===== src/rtl/sram_ctrl_pkg.sv =====
// Shared types and helpers for the asynchronous SRAM controller.
package sram_ctrl_pkg;

    typedef enum logic [2:0] {
        StIdle,
        StRead,
        StWrSetup,
        StWrPulse,
        StWrHold
    } sram_state_t;

    // Width of the shared wait counter: enough to hold the longer of the two wait phases.
    function automatic int unsigned cnt_width(input int unsigned rd_wait,
                                              input int unsigned wr_wait);
        int unsigned mx;
        mx = (rd_wait > wr_wait) ? rd_wait : wr_wait;
        return (mx < 1) ? 1 : $clog2(mx + 1);
    endfunction

endpackage


===== src/rtl/sram_wait_timer.sv =====
// Loadable down-counter; done flags the last cycle of a timed phase.
module sram_wait_timer #(
    parameter int unsigned W = 2
) (
    input  logic         Clk,
    input  logic         Reset,
    input  logic         load,
    input  logic [W-1:0] load_val,
    output logic         done
);

    logic [W-1:0] cnt;

    always_ff @(posedge Clk) begin
        if (Reset) begin
            cnt <= '0;
        end else if (load) begin
            cnt <= load_val;
        end else if (cnt != '0) begin
            cnt <= cnt - 1'b1;
        end
    end

    assign done = (cnt == W'(1));

endmodule


===== src/rtl/sram_ctrl.sv =====
// Multi-cycle asynchronous SRAM controller with a valid/ready request port and a response pulse.
module sram_ctrl
    import sram_ctrl_pkg::*;
#(
    parameter int unsigned DATA_W  = 16,
    parameter int unsigned ADDR_W  = 20,
    parameter int unsigned RD_WAIT = 2,
    parameter int unsigned WR_WAIT = 2
) (
    input  logic                Clk,
    input  logic                Reset,
    input  logic                req_valid,
    output logic                req_ready,
    input  logic                req_we,
    input  logic [ADDR_W-1:0]   req_addr,
    input  logic [DATA_W-1:0]   req_wdata,
    input  logic [DATA_W/8-1:0] req_be,
    output logic                resp_valid,
    output logic                resp_we,
    output logic [DATA_W-1:0]   resp_rdata,
    output logic                CE_n,
    output logic                OE_n,
    output logic                WE_n,
    output logic [DATA_W/8-1:0] BE_n,
    output logic [ADDR_W-1:0]   ADDR,
    output logic [DATA_W-1:0]   data_to_sram,
    output logic                data_oe,
    input  logic [DATA_W-1:0]   data_from_sram
);

    localparam int unsigned CNT_W = cnt_width(RD_WAIT, WR_WAIT);
    localparam logic [CNT_W-1:0] RD_LOAD = CNT_W'(RD_WAIT);
    localparam logic [CNT_W-1:0] WR_LOAD = CNT_W'(WR_WAIT);

    sram_state_t      state;
    logic             tmr_load;
    logic [CNT_W-1:0] tmr_val;
    logic             tmr_done;

    assign req_ready = (state == StIdle) && !Reset;

    // Timer is loaded on entry to READ (at accept) and on entry to WR_PULSE.
    always_comb begin
        tmr_load = 1'b0;
        tmr_val  = RD_LOAD;
        if (state == StIdle && req_valid && !req_we) begin
            tmr_load = 1'b1;
            tmr_val  = RD_LOAD;
        end else if (state == StWrSetup) begin
            tmr_load = 1'b1;
            tmr_val  = WR_LOAD;
        end
    end

    sram_wait_timer #(
        .W (CNT_W)
    ) u_timer (
        .Clk      (Clk),
        .Reset    (Reset),
        .load     (tmr_load),
        .load_val (tmr_val),
        .done     (tmr_done)
    );

    always_ff @(posedge Clk) begin
        if (Reset) begin
            state        <= StIdle;
            CE_n         <= 1'b1;
            OE_n         <= 1'b1;
            WE_n         <= 1'b1;
            BE_n         <= '1;
            ADDR         <= '0;
            data_to_sram <= '0;
            data_oe      <= 1'b0;
            resp_valid   <= 1'b0;
            resp_we      <= 1'b0;
            resp_rdata   <= '0;
        end else begin
            resp_valid <= 1'b0;
            unique case (state)
                StIdle: begin
                    if (req_valid) begin
                        ADDR <= req_addr;
                        CE_n <= 1'b0;
                        if (req_we) begin
                            state        <= StWrSetup;
                            BE_n         <= ~req_be;
                            data_to_sram <= req_wdata;
                            data_oe      <= 1'b1;
                        end else begin
                            state <= StRead;
                            OE_n  <= 1'b0;
                            BE_n  <= '0;
                        end
                    end
                end
                StRead: begin
                    if (tmr_done) begin
                        state      <= StIdle;
                        resp_rdata <= data_from_sram;
                        resp_valid <= 1'b1;
                        resp_we    <= 1'b0;
                        CE_n       <= 1'b1;
                        OE_n       <= 1'b1;
                        BE_n       <= '1;
                    end
                end
                StWrSetup: begin
                    state <= StWrPulse;
                    WE_n  <= 1'b0;
                end
                StWrPulse: begin
                    if (tmr_done) begin
                        state <= StWrHold;
                        WE_n  <= 1'b1;
                    end
                end
                StWrHold: begin
                    state      <= StIdle;
                    resp_valid <= 1'b1;
                    resp_we    <= 1'b1;
                    data_oe    <= 1'b0;
                    CE_n       <= 1'b1;
                    BE_n       <= '1;
                end
                default: state <= StIdle;
            endcase
        end
    end

endmodule


===== config.mk =====
export PLATFORM = sky130hd
export DESIGN_NAME = sram_ctrl
export DESIGN_NICKNAME = d
export VERILOG_FILES = /design/src/rtl/sram_ctrl_pkg.sv /design/src/rtl/sram_wait_timer.sv /design/src/rtl/sram_ctrl.sv
export SDC_FILE = /design/constraint.sdc
export NUM_CORES = 1
export LEC_CHECK = 0
export ABC_AREA = 1
export ABC_CLOCK_PERIOD_IN_PS = 1900
export BUFFER_PORTS_ARGS = -buffer_cell sky130_fd_sc_hd__buf_2
export CORE_MARGIN = 2
export CORE_UTILIZATION = 49
export DETAILED_ROUTE_END_ITERATION = 12
export GPL_TIMING_DRIVEN = 0
export PLACE_DENSITY = 0.84
export SLEW_MARGIN = 25
export SYNTH_ARGS = -nofsm -noshare
export SYNTH_HDL_FRONTEND = slang
export SYNTH_SLANG_ARGS = --single-unit

===== constraint.sdc =====
create_clock -name Clk -period 1.9 [get_ports Clk]
set_clock_uncertainty 0.05 [all_clocks]
set_input_delay 0.19 -clock Clk [delete_from_list [all_inputs] [get_ports Clk]]
set_output_delay 0.19 -clock Clk [all_outputs]
set_load 0.1 [all_outputs]

==> results of run 1 <==
==> how the worst max path moves through the flow <==
stage / from / end
2_1_floorplan: Reset / req_ready
3_3_place_gp: Reset / req_ready
3_5_place_dp: Reset / req_ready
4_1_cts: state[1]$_SDFFE_PP0P_ / req_ready
5_1_grt: state[1]$_SDFFE_PP0P_ / req_ready
6_report: state[1]$_SDFFE_PP0P_ / req_ready
==> metal layers <==
| metal | track usage [%] | wire, µm |
|---|---|---|
| met5 | 0 | 0 |
| met2 | 35.62 | 2773 |
| met1 | 25.81 | 2549 |
| met3 | 7.588 | 540 |
| met4 | 9.091 | 35 |
==> cell type report <==
cell class | instances | share of cell area (%)
Buffer | 15 | 2.832
Clock buffer | 13 | 4.554
Clock inverter | 3 | 1.225
Inverter | 12 | 1.378
Multi-Input combinational cell | 217 | 29.74
Sequential cell | 65 | 39.80
Tap cell | 67 | 2.564
Timing Repair Buffer | 117 | 17.91
==> registers in the layout, summed over array words and instances, names as in the netlist <==
name and count:
ADDR 20, resp_rdata 16, data_to_sram 16, u_timer.cnt 2
OE_n 1, data_oe 1, resp_we 1, resp_valid 1
BE_n 2, state 3, WE_n 1, CE_n 1
==> power by group through the flow <==
stage	clock (W)	combinational (W)	sequential, W
after floorplan	0	0.000570	0.00285
after global placement	0	0.00207	0.00167
after detailed placement	0	0.00209	0.00168
after CTS	0.00115	0.00210	0.00165
after global routing	0.00121	0.00220	0.00167
final	0.00112	0.00209	0.00165
==> metrics by stage <==
| step | utilization, % | hold WS (ns) | instance area (µm²) |
|---|---|---|---|
| after floorplan | - | 0.2749 | 2411 |
| after global placement | 65.22 | 0.3605 | 3080 |
| after detailed placement | 65.22 | 0.3712 | 3080 |
| after CTS | 69.22 | 0.02566 | 3269 |
| after global routing | 69.22 | 0.03372 | 3269 |
| final | 69.22 | 0.03582 | 3269 |
==> tightest hold or removal path, cell delays in order <==
cell and delay, ns:
buf_2 0.08, nor2_1 0.03, nor2_1 0.08
==> synthesized netlist by cell type, types with 3 or more instances <==
cell | number | area, µm²
inv_2 | 4 | 15.01
inv_1 | 8 | 30.03
buf_4 | 3 | 22.52
dfxtp_1 | 65 | 1301
buf_6 | 3 | 33.78
nor2_4 | 3 | 33.78
clkbuf_1 | 6 | 22.52
nand3_1 | 15 | 75.07
nand2_1 | 60 | 225.2
o21ai_0 | 34 | 170.2
a21oi_1 | 24 | 120.1
nor2_1 | 74 | 277.8
==> kinds of logic after synthesis <==
logic type             count (synthesis)  synth area share (%)
DFF                                   65                 54.03
AOI/OAI and AO/OA                     62                 13.25
and+or+nand+nor                      155                 27.01
buffers and inverters                 27                 5.714
==> flow_summary.json, run 1 <==
{
  "min_path_cells": 3,
  "clockBufferDepth": 2,
  "ctsResizeCount": 0,
  "numCtsBuffers": 9,
  "stdcell_count": 509,
  "syn-num-nets": 367,
  "clock-sinks": 65,
  "cp_data_arrival_time_ns": 1.52,
  "worst_slew_pin_slew_ns": 0.4963,
  "hpwl_um": 4390,
  "internal_power_w": 0.002561,
  "pwr-share-seq_pct": 34.0,
  "grt_overflow": 0,
  "synth_cell_type_count": 20,
  "maxSlewViolCount": 0,
  "status": "finished, final reports clean",
  "drcViolationCount": 0,
  "slowest_delay_ns": 0.43,
  "grt_pass1_vias": 2157,
  "antenna_found_initial": 0,
  "hold_violations": 0,
  "setup_slack_ns": 0.1360,
  "critPathKind": "flip-flop to output port",
  "post_cts_buffers": 0,
  "start_util_pct": 50.99,
  "path_depth": 4,
  "critPathSlowestCell": "buf_2",
  "yosysSeqAreaShare_pct": 54.03,
  "drtAntennaViolNets": 0,
  "fmax_mhz": 566.9,
  "critPathTopFamily": "buffers and inverters",
  "synth_edf_count": 0,
  "syn_avg_cell_area_um2": 7.795,
  "coreArea_um2": 4723,
  "cp_max_fo": 6,
  "min-delay-start": "req_wdata[12]",
  "grt_pass1_wl_um": 9190,
  "worstPathCellList": "nor2_4, nand2_1, nor2_2, buf_2",
  "avgRoutedWirePerCell_um": 11.59,
  "dr.first_iter.drc_count": 77,
  "grt_setup_unrepaired": "false",
  "place_inst": 493,
  "seqCellArea_um2": 1301,
  "final.setup.tns_ns": 0,
  "maxSlewHeadroom_pct": 66.91,
  "reg2reg_from": "state[2]$_SDFFE_PP0P_",
  "insertion_delay_ns": 0.32,
  "combPwrFrac_pct": 42.9,
  "setup_viol": 0,
  "path_buf_inv": 1,
  "wirelength_um": 5898,
  "ys_async_sr_fraction_pct": 0,
  "grt_max_degree": 11,
  "drive_gt1_share_pct": 33.94,
  "hp-class": "input port to flip-flop",
  "synthesis.area_um2": 2409,
  "reg2reg_slack_ns": 0.41,
  "clk_pin_slew_worst_paths_ns": 0.07,
  "period_minus_slack_ns": 1.764,
  "die_h_um": 74.11,
  "antenna_cells": 0,
  "cap_viol_max_count": 0,
  "rr_worst_depth": 7,
  "p_switching_w": 0.002300,
  "die-area_um2": 5492,
  "p_leak_nw": 1.683,
  "drt_first_pass_iters": 4,
  "grt_usage_pct": 21.66,
  "die_width_um": 74.11,
  "rows": 25,
  "vias": 2419,
  "min_to": "data_to_sram[12]$_SDFFE_PP0P_",
  "period_share_pct": 92.84,
  "syn-instance-count": 309,
  "ctsHoldBuffers": 0,
  "power_frac_clock_pct": 23.1,
  "htree_num_levels": 3,
  "nFillCells": 412,
  "ys_warn_count": 0,
  "nets": 495,
  "mostFrequentLayoutCells": "buf_2 (119), nor2_1 (73), dfxtp_1 (65), nand2_1 (60), o21ai_0 (34)",
  "synth-seq-cells": 65,
  "power_density_nw_per_um2": 1487,
  "multi_input_area_um2": 972.2,
  "dp_slack_ns": 0.2763,
  "cts-root-buf": "clkbuf_8",
  "p_total_w": 0.004861,
  "ir_drop_v": 0.0007055,
  "portBuffers": 117,
  "cts_tree": "yes",
  "cp-end-kind": "output port",
  "synth-main-ff-cell": "dfxtp_1",
  "regToRegEndpoint": "resp_rdata[12]$_SDFFE_PP0P_",
  "switching_share_pct": 47.32,
  "cp.required_ns": 1.66,
  "ios": 119,
  "final_common_cell": "buf_2",
  "gp_routability_congestion": 0.8491,
  "syn_to_final_growth_pct": 35.74,
  "critPathLaunchType": "flip-flop",
  "vias_per_cell": 4.752
}
Note: power is estimated with default switching activity, not from simulation.
==> inputs of run 2 (changes only) <==
--- a/config.mk
+++ b/config.mk
@@ -6,13 +6,13 @@
 export NUM_CORES = 1
 export LEC_CHECK = 0
 export ABC_AREA = 1
-export ABC_CLOCK_PERIOD_IN_PS = 1900
+export ABC_CLOCK_PERIOD_IN_PS = 2000
 export BUFFER_PORTS_ARGS = -buffer_cell sky130_fd_sc_hd__buf_2
 export CORE_MARGIN = 2
-export CORE_UTILIZATION = 49
+export CORE_UTILIZATION = 45
 export DETAILED_ROUTE_END_ITERATION = 12
 export GPL_TIMING_DRIVEN = 0
-export PLACE_DENSITY = 0.84
+export PLACE_DENSITY = 0.78
 export SLEW_MARGIN = 25
 export SYNTH_ARGS = -nofsm -noshare
 export SYNTH_HDL_FRONTEND = slang
==> constraint.sdc (replaced) <==
create_clock -name Clk -period 2 [get_ports Clk]
set_clock_uncertainty 0.05 [all_clocks]
set_input_delay 0.4 -clock Clk [delete_from_list [all_inputs] [get_ports Clk]]
set_output_delay 0.4 -clock Clk [all_outputs]
set_load 0.1 [all_outputs]
==> run 2 against run 1 <==
Effect of this change: sequential share of layout area down 0.15 points; wire length down 1.2%; sequential power down 5%; core utilization down 5.4 points; final cell count up 0.59%; die area up 8.4%; largest cell class unchanged; largest power group unchanged; highest routed layer unchanged.
==> flow_summary.json, run 2 (synthesis gave the netlist of run 1 again) <==
{
  "status": "finished, final reports clean",
  "cp-end-kind": "output port",
  "cp_max_fo": 6,
  "syn_to_final_growth_pct": 36.26,
  "worst_slew_pin_slew_ns": 0.4987,
  "start_util_pct": 46.86,
  "die_width_um": 77.16,
  "dp_slack_ns": -0.1198,
  "grt_max_degree": 11,
  "cp_data_arrival_time_ns": 1.41,
  "p_total_w": 0.004628,
  "setup_slack_ns": 0.1361,
  "final_common_cell": "buf_2",
  "maxSlewViolCount": 0,
  "period_share_pct": 93.19,
  "stdcell_count": 512,
  "portBuffers": 117,
  "wirelength_um": 5825,
  "antenna_found_initial": 0,
  "vias": 2401,
  "maxSlewHeadroom_pct": 66.98,
  "numCtsBuffers": 9,
  "ctsResizeCount": 2,
  "rows": 26,
  "gp_routability_congestion": 0.8299,
  "multi_input_area_um2": 977.2,
  "largest_register": "ADDR",
  "die-area_um2": 5954,
  "ios": 119,
  "worstPathCellList": "nor2_4, nand2_1, nor2_4, buf_4",
  "regToRegEndpoint": "resp_rdata[12]$_SDFFE_PP0P_",
  "grt_pass1_wl_um": 9466,
  "cap_viol_max_count": 0,
  "grt_setup_unrepaired": "false",
  "clock-sinks": 65,
  "mostFrequentLayoutCells": "buf_2 (119), nor2_1 (73), dfxtp_1 (65), nand2_1 (60), o21ai_0 (34)",
  "hp-class": "input port to flip-flop",
  "place_inst": 496,
  "nFillCells": 462,
  "grt_pass1_vias": 2198,
  "die_h_um": 77.16,
  "fmax_mhz": 536.5,
  "insertion_delay_ns": 0.33,
  "post_cts_buffers": 0,
  "clk_pin_slew_worst_paths_ns": 0.07,
  "dr.first_iter.drc_count": 72,
  "final.setup.tns_ns": 0,
  "min_to": "data_to_sram[15]$_SDFFE_PP0P_",
  "vias_per_cell": 4.689,
  "ctsHoldBuffers": 0,
  "drive_gt1_share_pct": 34.16,
  "cp.required_ns": 1.55,
  "critPathKind": "flip-flop to output port",
  "cpMostUsedCell": "nor2_4",
  "hold_violations": 0,
  "slowest_delay_ns": 0.39,
  "p_leak_nw": 1.687,
  "seqCellArea_um2": 1301,
  "avgRoutedWirePerCell_um": 11.38,
  "rr_worst_depth": 7,
  "path_depth": 4,
  "reg_top3": "ADDR (20), data_to_sram (16), resp_rdata (16)",
  "drt_first_pass_iters": 4,
  "power_density_nw_per_um2": 1410,
  "drcViolationCount": 0,
  "period_minus_slack_ns": 1.864,
  "reg2reg_slack_ns": 0.58,
  "cts-root-buf": "clkbuf_8",
  "min_path_cells": 3,
  "cts_tree": "yes",
  "reg2reg_from": "state[2]$_SDFFE_PP0P_",
  "largest_reg_flops": 20,
  "post_dp_cell_area_um2": 3089,
  "min-delay-start": "req_wdata[15]",
  "grt_usage_pct": 19.73,
  "critPathLaunchType": "flip-flop",
  "antenna_cells": 0,
  "setup_viol": 0,
  "drtAntennaViolNets": 0,
  "hpwl_um": 4282,
  "path_buf_inv": 1,
  "critPathSlowestCell": "dfxtp_1",
  "ir_drop_v": 0.0009865,
  "critPathTopFamily": "simple AND/OR/NAND/NOR gates",
  "fin_area_um2": 3282,
  "nets": 495,
  "grt_overflow": 0,
  "htree_num_levels": 3,
  "clockBufferDepth": 2,
  "coreArea_um2": 5140
}
run 2: stage by stage:
step           util (%)  hold slack, ns
2_1_floorplan         -          0.3995
3_3_place_gp      60.10          0.3929
3_5_place_dp      60.10          0.3901
4_1_cts           63.85          0.2300
5_1_grt           63.85          0.2482
6_report          63.85          0.2415
run 2: layout make-up:
type | instances | area share (%)
Multi-Input combinational cell | 217 | 29.78
Inverter | 12 | 1.372
Sequential cell | 65 | 39.65
Clock inverter | 3 | 1.220
Tap cell | 70 | 2.669
Clock buffer | 13 | 4.537
Timing Repair Buffer | 117 | 17.92
Buffer | 15 | 2.859
run 2: worst reg2reg max path, cell delays in order (launching register included):
cell and delay [ns]:
dfxtp_1 0.35, inv_2 0.14, nand3_2 0.17, nor2_4 0.21, inv_2 0.11, buf_6 0.16, nor2_1 0.10, nor2_1 0.05
run 2: routing by layer:
metal | track usage, % | wire length [µm] | vias to the layer above
met5 | 0 | 0 | -
met4 | 9.643 | 104 | 0
met3 | 5.529 | 521 | 9
met2 | 31.65 | 2478 | 91
met1 | 24.31 | 2722 | 1051
li1 | - | - | 1250
run 2: how the worst max path moves through the flow:
stage	from	to	slack [ns]
global placement	Reset	req_ready	-0.13
global route	state[1]$_SDFFE_PP0P_	req_ready	0.05
floorplan	Reset	req_ready	0.23
finish	state[1]$_SDFFE_PP0P_	req_ready	0.14
detailed placement	Reset	req_ready	-0.12
CTS	Reset	req_ready	0.10
run 2: report_power, final:
group	switching (W)	leakage [nW]	internal, W
registers	0.0000988	0.531	0.00147
clock network	0.000461	0.0974	0.000607
logic	0.00163	1.06	0.000360
==> inputs of run 3 (changes only) <==
--- a/config.mk
+++ b/config.mk
@@ -9,11 +9,12 @@
 export ABC_CLOCK_PERIOD_IN_PS = 2000
 export BUFFER_PORTS_ARGS = -buffer_cell sky130_fd_sc_hd__buf_2
 export CORE_MARGIN = 2
-export CORE_UTILIZATION = 45
+export CORE_UTILIZATION = 46
 export DETAILED_ROUTE_END_ITERATION = 12
 export GPL_TIMING_DRIVEN = 0
 export PLACE_DENSITY = 0.78
 export SLEW_MARGIN = 25
 export SYNTH_ARGS = -nofsm -noshare
 export SYNTH_HDL_FRONTEND = slang
+export SYNTH_HIERARCHICAL = 1
 export SYNTH_SLANG_ARGS = --single-unit
==> run 3 against run 2 <==
Effect of this change: first-iteration DRC count down 28%; critical path depth up 1; cell area up 4.0%; non-clock buffer count up 2; area after synthesis up 4.9%; sequential power down 5%; wire length up 4.7%; critical endpoint unchanged.
==> flow_summary.json, run 3 <==
{
  "status": "finished, final reports clean",
  "combPwrFrac_pct": 35.6,
  "setup_viol": 0,
  "insertion_delay_ns": 0.33,
  "syn_avg_cell_area_um2": 7.180,
  "clk_pin_slew_worst_paths_ns": 0.07,
  "grt_max_degree": 11,
  "synth-main-ff-cell": "dfxtp_1",
  "synthXorXnorAreaFrac_pct": 0,
  "antenna_cells": 0,
  "min-delay-start": "req_wdata[12]",
  "worst_slew_pin_slew_ns": 0.5314,
  "reg2reg_from": "state[2]$_SDFFE_PP0P_",
  "hp-class": "input port to flip-flop",
  "synthesis.area_um2": 2527,
  "die_width_um": 78.13,
  "fmax_mhz": 531.2,
  "synth-seq-cells": 65,
  "syn-num-nets": 412,
  "power_density_nw_per_um2": 1178,
  "vias": 2513,
  "grt_usage_pct": 20.51,
  "cp_data_arrival_time_ns": 1.43,
  "drcViolationCount": 0,
  "period_share_pct": 94.13,
  "switching_share_pct": 42.00,
  "wirelength_um": 6099,
  "coreArea_um2": 5205,
  "synth_top_family_by_area": "simple AND/OR/NAND/NOR gates",
  "ios": 119,
  "critPathKind": "input port to output port",
  "drive_gt1_share_pct": 32.37,
  "synthMuxAreaShare_pct": 0,
  "drt_first_pass_iters": 4,
  "clock-sinks": 65,
  "power_frac_clock_pct": 27.3,
  "final.setup.tns_ns": 0,
  "ys_top_cells_by_area": "dfxtp_1 (51%), nand2_1 (14%), nor2_1 (11%), a21oi_1 (5.1%), inv_1 (3.7%)",
  "setup_slack_ns": 0.1174,
  "vias_per_cell": 4.528,
  "ys_warn_count": 6,
  "yosys-top-cells-count": "nand2_1 (96), nor2_1 (73), dfxtp_1 (65), a21oi_1 (26), inv_1 (25)",
  "largest_reg_flops": 20,
  "p_switching_w": 0.001689,
  "mostFrequentLayoutCells": "buf_2 (125), nand2_1 (96), nor2_1 (71), dfxtp_1 (65), a21oi_1 (26)",
  "reg_top3": "ADDR (20), data_to_sram (16), resp_rdata (16)",
  "netlist.area_leader.share_pct": 51.49,
  "p_total_w": 0.004021,
  "cp_max_fo": 10,
  "synth_cell_type_count": 21,
  "rows": 26,
  "clockBufferDepth": 2,
  "portBuffers": 118,
  "synth_fa_ha_area_share_pct": 0.9901,
  "hpwl_um": 4439,
  "cp.required_ns": 1.55,
  "ir_drop_v": 0.0005993,
  "htree_num_levels": 3,
  "min_path_cells": 3,
  "stdcell_count": 555,
  "die_h_um": 78.13,
  "regToRegEndpoint": "u_timer/cnt[1]$_SDFFE_PP0P_",
  "cts_tree": "yes",
  "period_minus_slack_ns": 1.883,
  "p_leak_nw": 1.800,
  "syn_to_final_growth_pct": 35.05,
  "largest_register": "ADDR",
  "yosysSeqAreaShare_pct": 51.49,
  "ctsHoldBuffers": 0,
  "grt_setup_unrepaired": "false",
  "maxSlewViolCount": 0,
  "final_common_cell": "buf_2",
  "reg2reg_slack_ns": 0.53,
  "yosys.area.top_type": "dfxtp_1",
  "post_cts_buffers": 0,
  "grt_pass1_wl_um": 9998,
  "synth_edf_count": 0,
  "maxSlewHeadroom_pct": 64.58,
  "grt_pass1_vias": 2363,
  "post_dp_cell_area_um2": 3213,
  "hold_violations": 0,
  "synth_compound_area_share_pct": 9.010,
  "antenna_found_initial": 0,
  "syn-instance-count": 352,
  "internal_power_w": 0.002332,
  "min_to": "data_to_sram[12]$_SDFFE_PP0P_",
  "avgRoutedWirePerCell_um": 10.99,
  "cts-root-buf": "clkbuf_8",
  "start_util_pct": 48.56,
  "pwr-share-seq_pct": 37.1,
  "numCtsBuffers": 9,
  "dr.first_iter.drc_count": 52,
  "cap_viol_max_count": 0,
  "ys_async_sr_fraction_pct": 0,
  "grt_overflow": 0,
  "cp-end-kind": "output port",
  "rr_worst_depth": 8,
  "gp_routability_congestion": 0.8580,
  "drtAntennaViolNets": 0,
  "dp_slack_ns": 0.004614,
  "fin_area_um2": 3413,
  "critPathLaunchType": "input port",
  "die-area_um2": 6104,
  "nets": 541,
  "place_inst": 540,
  "synth_simple_gate_area_share_pct": 30.10,
  "ctsResizeCount": 1,
  "yosysMostFrequentCell": "nand2_1"
}
[run 3: cell types whose count changed in the layout (fill, tap and decap cells not counted), sizes merged]
cell    previous run  this run
o211ai             2         1
a21oi             25        26
nor2              77        76
o21ai             35        18
clkinv             2         3
conb               0         2
or2                0         1
nand2             61        97
inv               12        30
clkbuf            19        16
ha                 0         2
buf              126       130
[run 3: kinds of logic after synthesis]
group,Yosys count
simple gates,191
flops,65
buf+inv,47
compound gates,45
fa+ha+maj,2
other cells,2
[run 3: metal layers]
metal / wire length [µm] / up-vias / global-route usage [%]
met5: 0 / - / 0
met4: 97 / 0 / 9.825
met3: 475 / 9 / 5.402
met2: 2648 / 96 / 34.40
met1: 2877 / 1072 / 24.42
li1: - / 1336 / -
[run 3: stage by stage]
stage	hold slack (ns)	utilization [%]
floorplan	0.4849	-
global placement	0.3783	61.73
detailed placement	0.3826	61.73
CTS	0.2233	65.53
global route	0.2461	65.58
finish	0.2371	65.58
[run 3: cell type report]
| class | instances | area, µm² |
|---|---|---|
| buffer | 16 | 88.84 |
| clock buffer | 12 | 155.1 |
| multi-input combinational | 240 | 1031 |
| inverter | 31 | 116.4 |
| fill | 497 | 1792 |
| tap | 70 | 87.58 |
| clock inverter | 3 | 40.04 |
| timing repair buffer | 118 | 593.1 |
| sequential | 65 | 1301 |
[run 3: worst max path at each step]
stage / start / end / slack, ns / cells after the start
3_5_place_dp: Reset / req_ready / 0.005 / 5
5_1_grt: state[2]$_SDFFE_PP0P_ / req_ready / 0.04 / 4
4_1_cts: state[2]$_SDFFE_PP0P_ / req_ready / 0.03 / 4
2_1_floorplan: Reset / req_ready / 0.27 / 3
3_3_place_gp: Reset / req_ready / 0.01 / 5
6_report: Reset / req_ready / 0.12 / 5
[run 3: critical path: stages]
cell,delay (ns)
buf_2,0.08
buf_2,0.21
buf_1,0.43
nor2_4,0.07
buf_4,0.24
[run 3: power by group through the flow]
stage	sequential (W)	combinational (W)	clock (W)
5_1_grt	0.00151	0.00153	0.00119
6_report	0.00149	0.00143	0.00110
3_3_place_gp	0.00151	0.00142	0
4_1_cts	0.00149	0.00143	0.00113
2_1_floorplan	0.00229	0.000405	0
3_5_place_dp	0.00152	0.00143	0
